--- src/rtl/uart_tx.sv ---
// Serial byte transmitter: start bit, 8 data bits LSB first, optional parity, stop bit.
// Define UART_TX_HOLD_EN to add a one-entry holding register for back-to-back frames.
module uart_tx (
  input  logic       CLK,
  input  logic       RST,
  input  logic [7:0] P_DATA,
  input  logic       Data_Valid,
  input  logic       PAR_EN,
  input  logic       PAR_TYP,
  output logic       TX_OUT,
  output logic       Busy,
  output logic       HOLD_FULL
);

  typedef enum logic [2:0] {
    IDLE,
    START,
    DATA,
    PARITY,
    STOP
  } state_t;

  state_t     state;
  state_t     next_state;
  logic [2:0] bit_cnt;
  logic [2:0] next_cnt;
  logic [7:0] data_q;
  logic       par_en_q;
  logic       par_typ_q;
  logic       next_tx;
  logic       load_input;
  logic       parity_bit;

  assign parity_bit = par_typ_q ? ~(^data_q) : (^data_q);

`ifdef UART_TX_HOLD_EN
  logic [7:0] hold_data;
  logic       hold_par_en;
  logic       hold_par_typ;
  logic       hold_full_q;
  logic       load_hold;
  logic       hold_accept;

  // STOP is excluded: an empty hold in STOP starts the next frame directly instead.
  assign hold_accept = Data_Valid && Busy && !hold_full_q && (state != STOP);
  assign HOLD_FULL   = hold_full_q;

  always_ff @(posedge CLK) begin
    if (!RST) begin
      hold_full_q  <= 1'b0;
      hold_data    <= '0;
      hold_par_en  <= 1'b0;
      hold_par_typ <= 1'b0;
    end else if (load_hold) begin
      hold_full_q <= 1'b0;
    end else if (hold_accept) begin
      hold_full_q  <= 1'b1;
      hold_data    <= P_DATA;
      hold_par_en  <= PAR_EN;
      hold_par_typ <= PAR_TYP;
    end
  end
`else
  assign HOLD_FULL = 1'b0;
`endif

  // next_tx is the bit the line will carry while in next_state, so TX_OUT is registered.
  always_comb begin
    next_state = state;
    next_cnt   = bit_cnt;
    next_tx    = 1'b1;
    load_input = 1'b0;
`ifdef UART_TX_HOLD_EN
    load_hold  = 1'b0;
`endif
    case (state)
      IDLE: begin
        if (Data_Valid) begin
          next_state = START;
          next_tx    = 1'b0;
          load_input = 1'b1;
        end
      end
      START: begin
        next_state = DATA;
        next_cnt   = 3'd0;
        next_tx    = data_q[0];
      end
      DATA: begin
        if (bit_cnt == 3'd7) begin
          if (par_en_q) begin
            next_state = PARITY;
            next_tx    = parity_bit;
          end else begin
            next_state = STOP;
            next_tx    = 1'b1;
          end
        end else begin
          next_cnt = bit_cnt + 3'd1;
          next_tx  = data_q[bit_cnt + 3'd1];
        end
      end
      PARITY: begin
        next_state = STOP;
        next_tx    = 1'b1;
      end
      STOP: begin
`ifdef UART_TX_HOLD_EN
        if (hold_full_q) begin
          next_state = START;
          next_tx    = 1'b0;
          load_hold  = 1'b1;
        end else if (Data_Valid) begin
          next_state = START;
          next_tx    = 1'b0;
          load_input = 1'b1;
        end else begin
          next_state = IDLE;
        end
`else
        next_state = IDLE;
`endif
      end
      default: begin
        next_state = IDLE;
      end
    endcase
  end

  always_ff @(posedge CLK) begin
    if (!RST) begin
      state     <= IDLE;
      bit_cnt   <= '0;
      data_q    <= '0;
      par_en_q  <= 1'b0;
      par_typ_q <= 1'b0;
      TX_OUT    <= 1'b1;
      Busy      <= 1'b0;
    end else begin
      state   <= next_state;
      bit_cnt <= next_cnt;
      TX_OUT  <= next_tx;
      Busy    <= (next_state != IDLE);
      if (load_input) begin
        data_q    <= P_DATA;
        par_en_q  <= PAR_EN;
        par_typ_q <= PAR_TYP;
      end
`ifdef UART_TX_HOLD_EN
      else if (load_hold) begin
        data_q    <= hold_data;
        par_en_q  <= hold_par_en;
        par_typ_q <= hold_par_typ;
      end
`endif
    end
  end

endmodule

--- config.mk ---
export PLATFORM = sky130hd
export DESIGN_NAME = uart_tx
export DESIGN_NICKNAME = d
export VERILOG_FILES = /design/src/rtl/uart_tx.sv
export SDC_FILE = /design/constraint.sdc
export NUM_CORES = 1
export LEC_CHECK = 0
export BUFFER_PORTS_ARGS = -buffer_cell sky130_fd_sc_hd__buf_4
export CAP_MARGIN = 0
export CORE_MARGIN = 3
export CORE_UTILIZATION = 55
export DETAILED_ROUTE_END_ITERATION = 16
export PLACE_DENSITY = 0.78
export SYNTH_ARGS = -nofsm -noshare
export SYNTH_HDL_FRONTEND = slang
export SYNTH_SLANG_ARGS = --single-unit
--- constraint.sdc ---
create_clock -name CLK -period 3.35 [get_ports CLK]
set_clock_uncertainty 0.2 [all_clocks]
set_input_delay 0.335 -clock CLK [delete_from_list [all_inputs] [get_ports CLK]]
set_output_delay 0.335 -clock CLK [all_outputs]
set_load 0.02 [all_outputs]
# ---- After elaboration in Yosys (flattened, before gate mapping)
# Index checks and enable logic that the tools add are counted.
dict set report totals {
  ff_bits 18
  input_bits 13
  output_inout_bits 3
  wordCells 35
}
dict set report op_classes {
  addsub 1
  n_lt_le_gt_ge 1
  eq_ne 5
  n_mux 15
  bitwise_logic 1
  n_reduce_logical 5
}
# cell n
set op_table {}
lappend op_table {{3-bit 2-to-1 mux} 4}
lappend op_table {{3-bit case mux with 4 select lines} 1}
lappend op_table {{8-bit parity} 1}
lappend op_table {{1-bit 2-to-1 mux} 7}
lappend op_table {{3-bit by 2-bit == test with 1-bit output, second input constant} 2}
lappend op_table {{3-bit case mux with 2 select lines} 1}
lappend op_table {{3-bit by 4-bit less-than comparator with 1-bit output, second input constant} 1}
lappend op_table {{3-bit by 1-bit adder with 3-bit output, second input constant} 1}
lappend op_table {{1-bit binary-select mux with 3-bit select} 1}
lappend op_table {{3-bit by 1-bit == test with 1-bit output, second input constant} 1}
lappend op_table {{3-bit == test, second input constant} 1}
lappend op_table {{3-bit logical NOT} 1}
lappend op_table {{1-bit case mux with 3 select lines} 1}
lappend op_table {{3-bit nonzero test} 1}
lappend op_table {{2-bit inequality test, second input constant} 1}
lappend op_table {{2-bit AND reduction} 1}
lappend op_table {{2-bit nonzero test} 1}
lappend op_table {{1-bit inverter} 1}

# ---- Longest topological paths before layout
# Gate-level depths: netlist (run 1).
dict set report logic_depth {
  word_depth 6
  depth_mapped 6
  mapped_depth_nobuf 6
}

# ---- Worst setup path after synthesis (run 1)
# Ideal clock, no wire load.
dict set report synth_timing {
  path_type {register -> register}
  startpoint {register bit_cnt[0]}
  endpoint {register TX_OUT}
  setup_time_ns 0.119
  t_arrival_ns 1.850
  t_required_ns 3.031
  slack_ns 1.180
  stages_incl_launch_ff 7
  path_buffers 0
  period_less_slack_ns 2.170
  path_cell_list {dfxtp_1 > ha_1 > ha_1 > mux2_1 > mux4_2 > o21ai_1 > a21oi_2}
}
dict set report synth_between {
  elab_chain_cells 5
  word_cells_on_any_way 6
  classes_between {1 x add/sub; 1 x eq/ne; 4 x mux}
}
# element line_no
set synth_rtl {}
lappend synth_rtl {{from (decl)} 25} ;# logic [2:0] bit_cnt;
lappend synth_rtl {{from (signal assigned)} 141} ;# bit_cnt <= next_cnt;
lappend synth_rtl {{3-bit by 1-bit adder with 3-bit output} 100} ;# next_tx = data_q[bit_cnt + 3'd1];
lappend synth_rtl {{1-bit binary-select mux with 3-bit select} 100}
lappend synth_rtl {{1-bit 2-to-1 mux (implied by the code)} 100}
lappend synth_rtl {{1-bit 2-to-1 mux *} 90} ;# if (bit_cnt == 3'd7) begin
lappend synth_rtl {{1-bit case mux with 3 select lines *} 76} ;# case (state)
lappend synth_rtl {{to (signal assigned)} 142} ;# TX_OUT <= next_tx;
lappend synth_rtl {{to (decl)} 10} ;# output logic TX_OUT,
# Every way passes the cells marked *; elsewhere a longest branch is shown, timed or not. The select of a mux whose other input is x is not followed.
# A chain may end at the register's enable or synchronous reset.

# ---- Final worst setup path (run 1)
# Ends and elaborated chain as after synthesis.

==> implementation parameters, run 1 <==
Parameter                              Value

Die
  Width of the die    between 40 and 50 um
  Floorplan die height    48.90 um
  Total Die Area    between 2000 and 2500 um2
  Placeable core area    ~1600 um2
  Number of top-level design ports    16
  Site row count    14
  Starting Density    between 60% and 70%

Final layout
  Number of nets in the layout    approximately 130
  Finished layout cell area    about 1200 um2
  Fraction of layout cells with a size suffix above 1    a little over a fifth
  Number of inserted diodes    0
  Post-route non-filler standard cell count    approximately 140
  Layout Area Growth over Synthesis    13.84%

Timing
  Final period util    between 60% and 70%
  Final worst-path setup slack    between 1 and 1.5 ns
  Maximum operating frequency    0.4428 GHz
  Worst slew slack as a fraction of its limit    around 63%
  Hold Slack    just over 0.07 ns
  Unrepaired setup endpoints after global routing    false
  Final count of hold timing violations    0
  Worst-Margin Slew    ~0.55 ns
  Clock period minus worst slack    2.258 ns
  Final setup violating endpoints    0
  Max-slew violation total from the final report    0
  Setup total negative slack    0 ns

Synth
  Async set or reset register ratio after synthesis    0%
  Register area share after synthesis    a little over a third
  Number of synthesized flops with an enable pin    0
  Register bit total from synthesis    18
  Instance count of the mapped netlist    a little over 100
  Warning count from the yosys run    0
  Library cell occupying the most area in the post-synthesis netlist    dfxtp_1
  Net Count, Synth    about 120
  Post-synth design cell area    1012 um2
  Mean post-synth cell area    around 9.9 um2
  Most instantiated cells after synthesis    21 x nand2_1, 18 x dfxtp_1, 7 x a21boi_0, 5 x mux2_1, 4 x nor2b_1
  Leading post-synthesis cells by cell area    dfxtp_1 36%, nand2_1 7.8%, mux2_1 5.6%
  Flip-flop cell with the highest count after synthesis    dfxtp_1
  Unique cell type count in the Yosys netlist    35
  Area share of the largest cell type after synthesis    between 30 and 40%
  Leading cell type by number of instances after synthesis    nand2_1

Clocking
  Insertion delay of the later-clocked pin in the worst-skew pair    ~0.3 ns
  Inserted Clock Buffers    3
  Post-cts hold buffer count    0
  Number of cells upsized or downsized after cts    0
  Library cell used as clock root buffer    clkbuf_4
  CTS H-Tree Depth    1
  Clock-pin slew on the worst setup and hold paths    0.11 ns
  TritonCTS clock tree    done
  Total clock sinks    18
  Maximum root-to-sink buffer count    2
  Post-CTS setup buffer count    0

Worst setup path
  Endpoint required time on the critical path    3.34 ns
  Nature of the critical path endpoint    register
  Data arrival, critical path    approximately 2.3 ns
  CP startpoint kind    register
  Setup CP Type    reg2reg
  Largest fanout on the critical path    5

Place
  Area after detailed placement    1116 um2
  Count of buffers inserted at the top-level ports    14
  Inst Count DP    ~140
  Final HPWL from detailed placement    around 1.4 mm
  Weighted congestion at the end of routability-driven global placement    roughly 0.77
  Post-placement worst setup slack    1.101 ns

GRT
  Total overflow reported by the global router    0
  Overall global routing resource usage    roughly 17%
  Number of antenna violations at the first check in global routing    0
  Largest net degree at the start of global routing    15
  Via count of the first global-routing pass    757
  First-pass GRT wire length    ~3.1 mm

Power and ir drop
  Leakage component of the power    approximately 0.47 nW
  Max rail drop VDD    between 0.0002 and 0.0003 V
  Power per cell area    roughly 410 nW/um2

Drt
  DRC errors left    0
  Number of vias in the routed layout    about 740
  Wire per inst    around 13 um
  Vias/cell    roughly 5.3
  Drt first-iter violations    12
  Post-Route WL    between 1.5 and 2 mm
  Antenna violation net count after detailed routing    0
  Number of search-and-repair iterations in the first detailed-routing pass    3

Worst hold path
  Type of the most critical hold path    in2reg

Outcome
  Outcome    finished clean

Run
  Total of max-cap violations    0
logic make-up after synthesis:
kind of cell,after synthesis,synth area share (%)
flip-flops,18,35.60
other,1,0.3705
AO/OA/AOI/OAI,20,16.32
adder cells (fa/ha/maj),2,2.472
multiplexers,9,10.75
XOR/XNOR,6,9.394
AND/OR/NAND/NOR,39,21.26
buffers and inverters,7,3.831
power by group:
group	switching (mW)	internal [mW]	leakage, nW	total [mW]
Clock	0.0700	0.0663	0.0210	0.136
Sequential	0.0156	0.227	0.148	0.243
Combinational	0.0409	0.0540	0.302	0.0949
Total	0.127	0.347	0.471	0.474
worst max-delay path, stage by stage, from the launching register on:
cell	delay, ns
dfxtp_1	0.36
ha_1	0.21
ha_1	0.37
mux2_1	0.33
mux4_2	0.46
o21ai_1	0.16
a21oi_2	0.07
state kept, by name (all words and copies together) (netlist names):
signal	flops
par_en_q	1
state	3
Busy	1
par_typ_q	1
TX_OUT	1
data_q	8
bit_cnt	3
final timing paths:
kind                            depth (start not counted)  slack [ns]       start        to
worst max register to register                          6        1.09  bit_cnt[0]    TX_OUT
worst min-delay path                                    3        0.07      PAR_EN  par_en_q
worst max-delay path                                    6        1.09  bit_cnt[0]    TX_OUT
worst min register to register                          2        0.30    par_en_q  par_en_q
layout by cell type, fill, tap and decap left out:
master	n
a21oi_4	1
nor3_1	1
nand2_1	21
conb_1	1
or3b_1	1
mux2i_1	3
and2_1	2
a21oi_1	3
a2111oi_2	2
ha_1	2
nand2b_1	3
xor3_1	1
a211oi_1	1
clkbuf_4	3
mux2_1	5
clkbuf_8	1
a21oi_2	1
nor4b_4	1
dfxtp_1	18
a21boi_1	3
nor2_1	1
buf_4	14
o21bai_1	1
xnor3_1	2
a21boi_0	7
o21ai_1	1
nor3b_1	1
xnor2_1	2
nand3_1	2
or4b_1	1
or3b_4	1
xor2_1	1
inv_1	2
nor2b_1	4
mux4_2	1
routing by layer:
layer  routed length (um)  global-route usage (%)
met5                    0                       0
met4                   25                   9.953
met3                   49                   4.893
met2                  932                   31.45
met1                  823                   17.17
area by class of cell:
class | count | area, um2
Tap cell | 24 | 30.03
Inverter | 2 | 7.507
Clock buffer | 4 | 36.28
Timing Repair Buffer | 14 | 105.1
Multi-Input combinational cell | 77 | 613.1
Fill cell | 145 | 459.2
Sequential cell | 18 | 360.3
per-stage QoR:
stage / power [mW] / util [%]
floorplan: 0.3177 / -
global placement: 0.3389 / 69.25
detailed placement: 0.3428 / 69.25
CTS: 0.4784 / 71.51
global route: 0.4986 / 71.51
finish: 0.4738 / 71.51
Note: power is estimated with default switching activity, not from simulation.
==> inputs of run 2 (changes only) <==
CORE_UTILIZATION = 49   (was 55)
PLACE_DENSITY = 0.73   (was 0.78)
clock period = 1.83 ns   (was 3.35 ns; I/O delays follow)
==> implementation parameters, run 2 (synthesized netlist as in run 1, its figures left out) <==
Parameter                              Value

Outcome
  Outcome    finished, violations left
  Violations in the final reports    setup timing

Final layout
  Layout Area Growth over Synthesis    33.25%
  Area taken by flip-flops and latches    362.8 um2
  Number of inserted diodes    0
  Area of the multi-input gates    between 600 and 700 um2
  Number of nets in the layout    between 100 and 150
  Fraction of layout cells with a size suffix above 1    a little over 30%
  Filler cell count in the final layout    between 150 and 200
  Largest reg by FF count    data_q
  Max FFs per register    8
  Commonest cells after routing, fill and taps aside    21 x nand2_1, 21 x buf_4, 16 x dfxtp_1
  Registers with the most flip-flops    data_q x8, bit_cnt x3, state x3

Timing
  Max-slew violation total from the final report    0
  Maximum operating frequency    0.4812 GHz
  Final setup violating endpoints    1
  Clock period minus worst slack    between 2 and 2.5 ns
  Hold Slack    0.02830 ns
  Setup total negative slack    -0.2481 ns
  Final period util    113.6%
  Final worst-path setup slack    -0.2481 ns
  Unrepaired setup endpoints after global routing    true
  Final count of hold timing violations    0

Worst hold path
  Type of the most critical hold path    in2reg

GRT
  Via count of the first global-routing pass    between 800 and 900
  Overall global routing resource usage    between 10% and 20%
  Number of antenna violations at the first check in global routing    0
  Largest net degree at the start of global routing    15
  Total overflow reported by the global router    0
  First-pass GRT wire length    between 3 and 4 mm

Clocking
  Library cell used as clock root buffer    clkbuf_4
  Post-CTS setup buffer count    0
  Clock-pin slew on the worst setup and hold paths    0.09 ns
  Inserted Clock Buffers    3
  Insertion delay of the later-clocked pin in the worst-skew pair    roughly 0.28 ns
  CTS H-Tree Depth    1
  Total clock sinks    18
  Maximum root-to-sink buffer count    2
  TritonCTS clock tree    done

Drt
  Number of search-and-repair iterations in the first detailed-routing pass    4
  Drt first-iter violations    21
  Met2 layer wire length in the routed design    1.048 mm
  Met3 routed wirelength    around 65 um
  Number of vias in the routed layout    800
  Post-Route WL    2.014 mm
  Vias/cell    5.096
  Antenna violation net count after detailed routing    0
  Met1 Routed Length    ~890 um
  DRC errors left    0
  Highest metal layer with signal wires    met4
  Wire per inst    between 10 and 15 um

Power and ir drop
  Overall power consumption    0.8421 mW
  Max rail drop VDD    between 0.0004 and 0.0005 V
  Power per cell area    roughly 620 nW/um2
  Leakage component of the power    around 0.54 nW

Die
  Site row count    15
  Number of top-level design ports    16
  Starting Density    55.03%
  Width of the die    roughly 50 um
  Floorplan die height    ~50 um
  Placeable core area    1839 um2
  Total Die Area    ~2600 um2

Place
  Weighted congestion at the end of routability-driven global placement    around 0.75
  Post-placement worst setup slack    -0.2810 ns
  Final HPWL from detailed placement    approximately 1.5 mm
  Count of buffers inserted at the top-level ports    14

Worst setup path
  Data arrival, critical path    2.06 ns
  Endpoint required time on the critical path    1.81 ns
  Nature of the critical path endpoint    register
  Largest fanout on the critical path    5
  Setup CP Type    reg2reg
  CP startpoint kind    register

Run
  Total of max-cap violations    0
-- run 2: cell types whose count changed in the layout (fill, tap and decap cells not counted), sizes merged --
cell / previous run / this run
buf: 14 / 21
clkbuf: 4 / 3
dlygate4sd3: 0 / 11
-- run 2: stage by stage --
step | instance area, um2 | cells | utilization (%)
2_1_floorplan | 1042 | 102 | -
3_3_place_gp | 1200 | 143 | 65.24
3_5_place_dp | 1200 | 143 | 65.24
4_1_cts | 1349 | 157 | 73.33
5_1_grt | 1349 | 157 | 73.33
6_report | 1349 | 157 | 73.33
-- run 2: final cells by class --
class | count | share of cell area, %
multi-input combinational | 77 | 48.70
sequential | 18 | 26.90
timing repair buffer | 32 | 19.85
tap | 25 | 2.319
clock buffer | 3 | 1.670
inverter | 2 | 0.5566
-- run 2: path summary, 6_finish.rpt --
kind / startpoint / endpoint / slack (ns) / depth (start not counted)
min reg2reg: par_en_q / par_en_q / 0.29 / 2
max: bit_cnt[0] / TX_OUT / -0.25 / 6
max reg2reg: bit_cnt[0] / TX_OUT / -0.25 / 6
min: RST / bit_cnt[0] / 0.03 / 2
-- run 2: per-layer routing --
layer  vias up  track usage (%)
met1       369            20.97
met5         -                0
li1        414                -
met4         0            6.550
met2        15            33.26
met3         2            2.624
-- run 2: power by group --
group | internal [mW] | total (mW) | switching, mW
clock network | 0.0762 | 0.185 | 0.109
logic | 0.128 | 0.215 | 0.0866
registers | 0.416 | 0.442 | 0.0263
-- run 2: worst max-delay path: stages (launching register included) --
cell and delay, ns:
dfxtp_2 0.35, ha_4 0.16, ha_4 0.30, mux2_4 0.30, mux4_2 0.48, o21ai_2 0.13, a21oi_2 0.06
-- run 2: what timing repair did --
action / in CTS / in global routing
endpoints found under the hold margin: 11 / 0
pin swaps: 5 / 0
hold buffers: 11 / 0
gates resized for setup: 5 / 0
endpoints found under the setup margin: 4 / 5
==> inputs of run 3 (changes only) <==
BUFFER_PORTS_ARGS = unset   (was -buffer_cell sky130_fd_sc_hd__buf_4)
CORE_UTILIZATION = 54   (was 49)
DONT_BUFFER_PORTS = 1   (was unset)
PLACE_DENSITY = 0.72   (was 0.73)
==> implementation parameters, run 3 (synthesized netlist as in run 1, its figures left out) <==
Parameter                              Value

Outcome
  Outcome    finished, violations left
  Violations in the final reports    setup timing

Drt
  Drt first-iter violations    23
  Vias/cell    about 5.4
  Wire per inst    between 10 and 15 um
  Antenna violation net count after detailed routing    0
  Number of vias in the routed layout    a little under 800
  Post-Route WL    approximately 2 mm
  Number of search-and-repair iterations in the first detailed-routing pass    4
  Highest metal layer with signal wires    met4
  Met2 layer wire length in the routed design    between 1 and 1.5 mm
  Met3 routed wirelength    about 66 um
  Met1 Routed Length    roughly 880 um
  DRC errors left    0

Die
  Starting Density    approximately 58%
  Site row count    15
  Placeable core area    1745 um2
  Number of top-level design ports    16
  Width of the die    between 40 and 50 um
  Total Die Area    roughly 2400 um2
  Floorplan die height    49.30 um

Timing
  Final worst-path setup slack    -0.2570 ns
  Final period util    114.0%
  Final count of hold timing violations    0
  Max-slew violation total from the final report    0
  Final setup violating endpoints    2
  Hold Slack    roughly 0.062 ns
  Maximum operating frequency    about 0.48 GHz
  Unrepaired setup endpoints after global routing    true
  Clock period minus worst slack    2.087 ns

Final layout
  Max FFs per register    8
  Number of nets in the layout    around 140
  Area of the multi-input gates    659.4 um2
  Leading cell type in the layout, fill and taps excluded    nand2_1
  Registers with the most flip-flops    data_q x8, bit_cnt x3, state x3
  Area taken by flip-flops and latches    362.8 um2
  Number of inserted diodes    0
  Commonest cells after routing, fill and taps aside    21 x nand2_1, 16 x dfxtp_1, 12 x dlygate4sd3_1
  Layout Area Growth over Synthesis    23.36%
  Post-route non-filler standard cell count    about 140
  Largest reg by FF count    data_q
  Fraction of layout cells with a size suffix above 1    between 20 and 25%
  Filler cell count in the final layout    130

Power and ir drop
  Power per cell area    ~660 nW/um2
  Internal power    0.6028 mW
  Portion of total power attributed to combinational logic    22.4%
  Max rail drop VDD    ~0.00047 V
  Overall power consumption    about 0.82 mW
  Power share of the clock group    a little under a quarter
  Leakage component of the power    approximately 0.48 nW
  Fraction of power spent switching nets    between 20% and 30%
  Net switching component of the power    approximately 0.22 mW
  Proportion of power drawn by flip-flops and latches    about 54%

GRT
  Largest net degree at the start of global routing    14
  Via count of the first global-routing pass    around 730
  Number of antenna violations at the first check in global routing    0
  First-pass GRT wire length    about 3.3 mm
  Overall global routing resource usage    between 15 and 20%
  Total overflow reported by the global router    0

Worst setup path
  CP startpoint kind    register
  Nature of the critical path endpoint    register
  Setup CP Type    reg2reg
  Largest fanout on the critical path    5
  Data arrival, critical path    about 2.1 ns
  Number of cells on the worst reg-to-reg path    6
  Endpoint required time on the critical path    1.82 ns
  Setup slack, reg-to-reg    -0.26 ns

Run
  Total of max-cap violations    0

Worst hold path
  Type of the most critical hold path    in2reg
  Worst hold stages    3

Clocking
  TritonCTS clock tree    done
  Maximum root-to-sink buffer count    2
  Clock-pin slew on the worst setup and hold paths    0.10 ns
  Inserted Clock Buffers    3
  Insertion delay of the later-clocked pin in the worst-skew pair    slightly below 0.3 ns
  Library cell used as clock root buffer    clkbuf_4
  CTS H-Tree Depth    1
  Post-CTS setup buffer count    0
  Total clock sinks    18

Place
  Final HPWL from detailed placement    roughly 1.4 mm
  Inst Count DP    approximately 130
  Count of buffers inserted at the top-level ports    0
  Weighted congestion at the end of routability-driven global placement    approximately 0.76
-- run 3: changes by cell type in the layout (fill, tap and decap cells not counted) --
cell	previous run	this run
buf_4	21	6
dlygate4sd3_1	11	12
or3b_1	1	0
or3b_4	1	2
-- run 3: metal layers --
metal	up-vias	GRT usage (%)
met5	-	0
met4	0	5.687
met3	5	3.670
met2	17	31.70
met1	362	21.44
li1	386	-
-- run 3: worst max-delay path, cell delays in order (launching register included) --
cell	delay (ns)
dfxtp_2	0.35
ha_4	0.17
ha_4	0.30
mux2_4	0.30
mux4_2	0.47
o21ai_2	0.14
a21oi_2	0.06
-- run 3: metrics by stage --
| stage | worst slack, ns | cell area [um2] | TNS, ns | utilization [%] |
|---|---|---|---|---|
| finish | -0.2570 | 1249 | -0.2655 | 71.54 |
| global route | -0.2799 | 1249 | -0.4546 | 71.54 |
| CTS | -0.2508 | 1249 | -0.2697 | 71.54 |
| detailed placement | -0.3098 | 1087 | -0.3844 | 62.29 |
| global placement | -0.2473 | 1087 | -0.2493 | 62.29 |
| floorplan | -0.2341 | 1042 | -0.2341 | - |
-- run 3: worst paths after layout --
path,start,to
hold / removal,RST,Busy
setup / recovery,bit_cnt[1],TX_OUT
setup reg to reg,bit_cnt[1],TX_OUT
hold reg to reg,par_en_q,par_en_q
-- run 3: layout make-up --
type,instances,share of cell area [%]
Inverter,2,0.6012
Tap cell,25,2.505
Timing Repair Buffer,18,13.23
Clock buffer,3,1.804
Sequential cell,18,29.06
Multi-Input combinational cell,77,52.81
-- run 3: power by group through the flow --
stage / clock, mW / combinational [mW] / sequential (mW)
final: 0.192 / 0.185 / 0.448
after global placement: 0 / 0.149 / 0.456
after detailed placement: 0 / 0.154 / 0.456
after CTS: 0.195 / 0.185 / 0.448
after global routing: 0.224 / 0.199 / 0.451
after floorplan: 0 / 0.139 / 0.444
-- run 3: what timing repair did --
item	CTS	global route
hold buffers	12	0
resized for setup	6	0
pin swaps	5	1
endpoints found under the hold margin	14	0
endpoints found under the setup margin	4	5
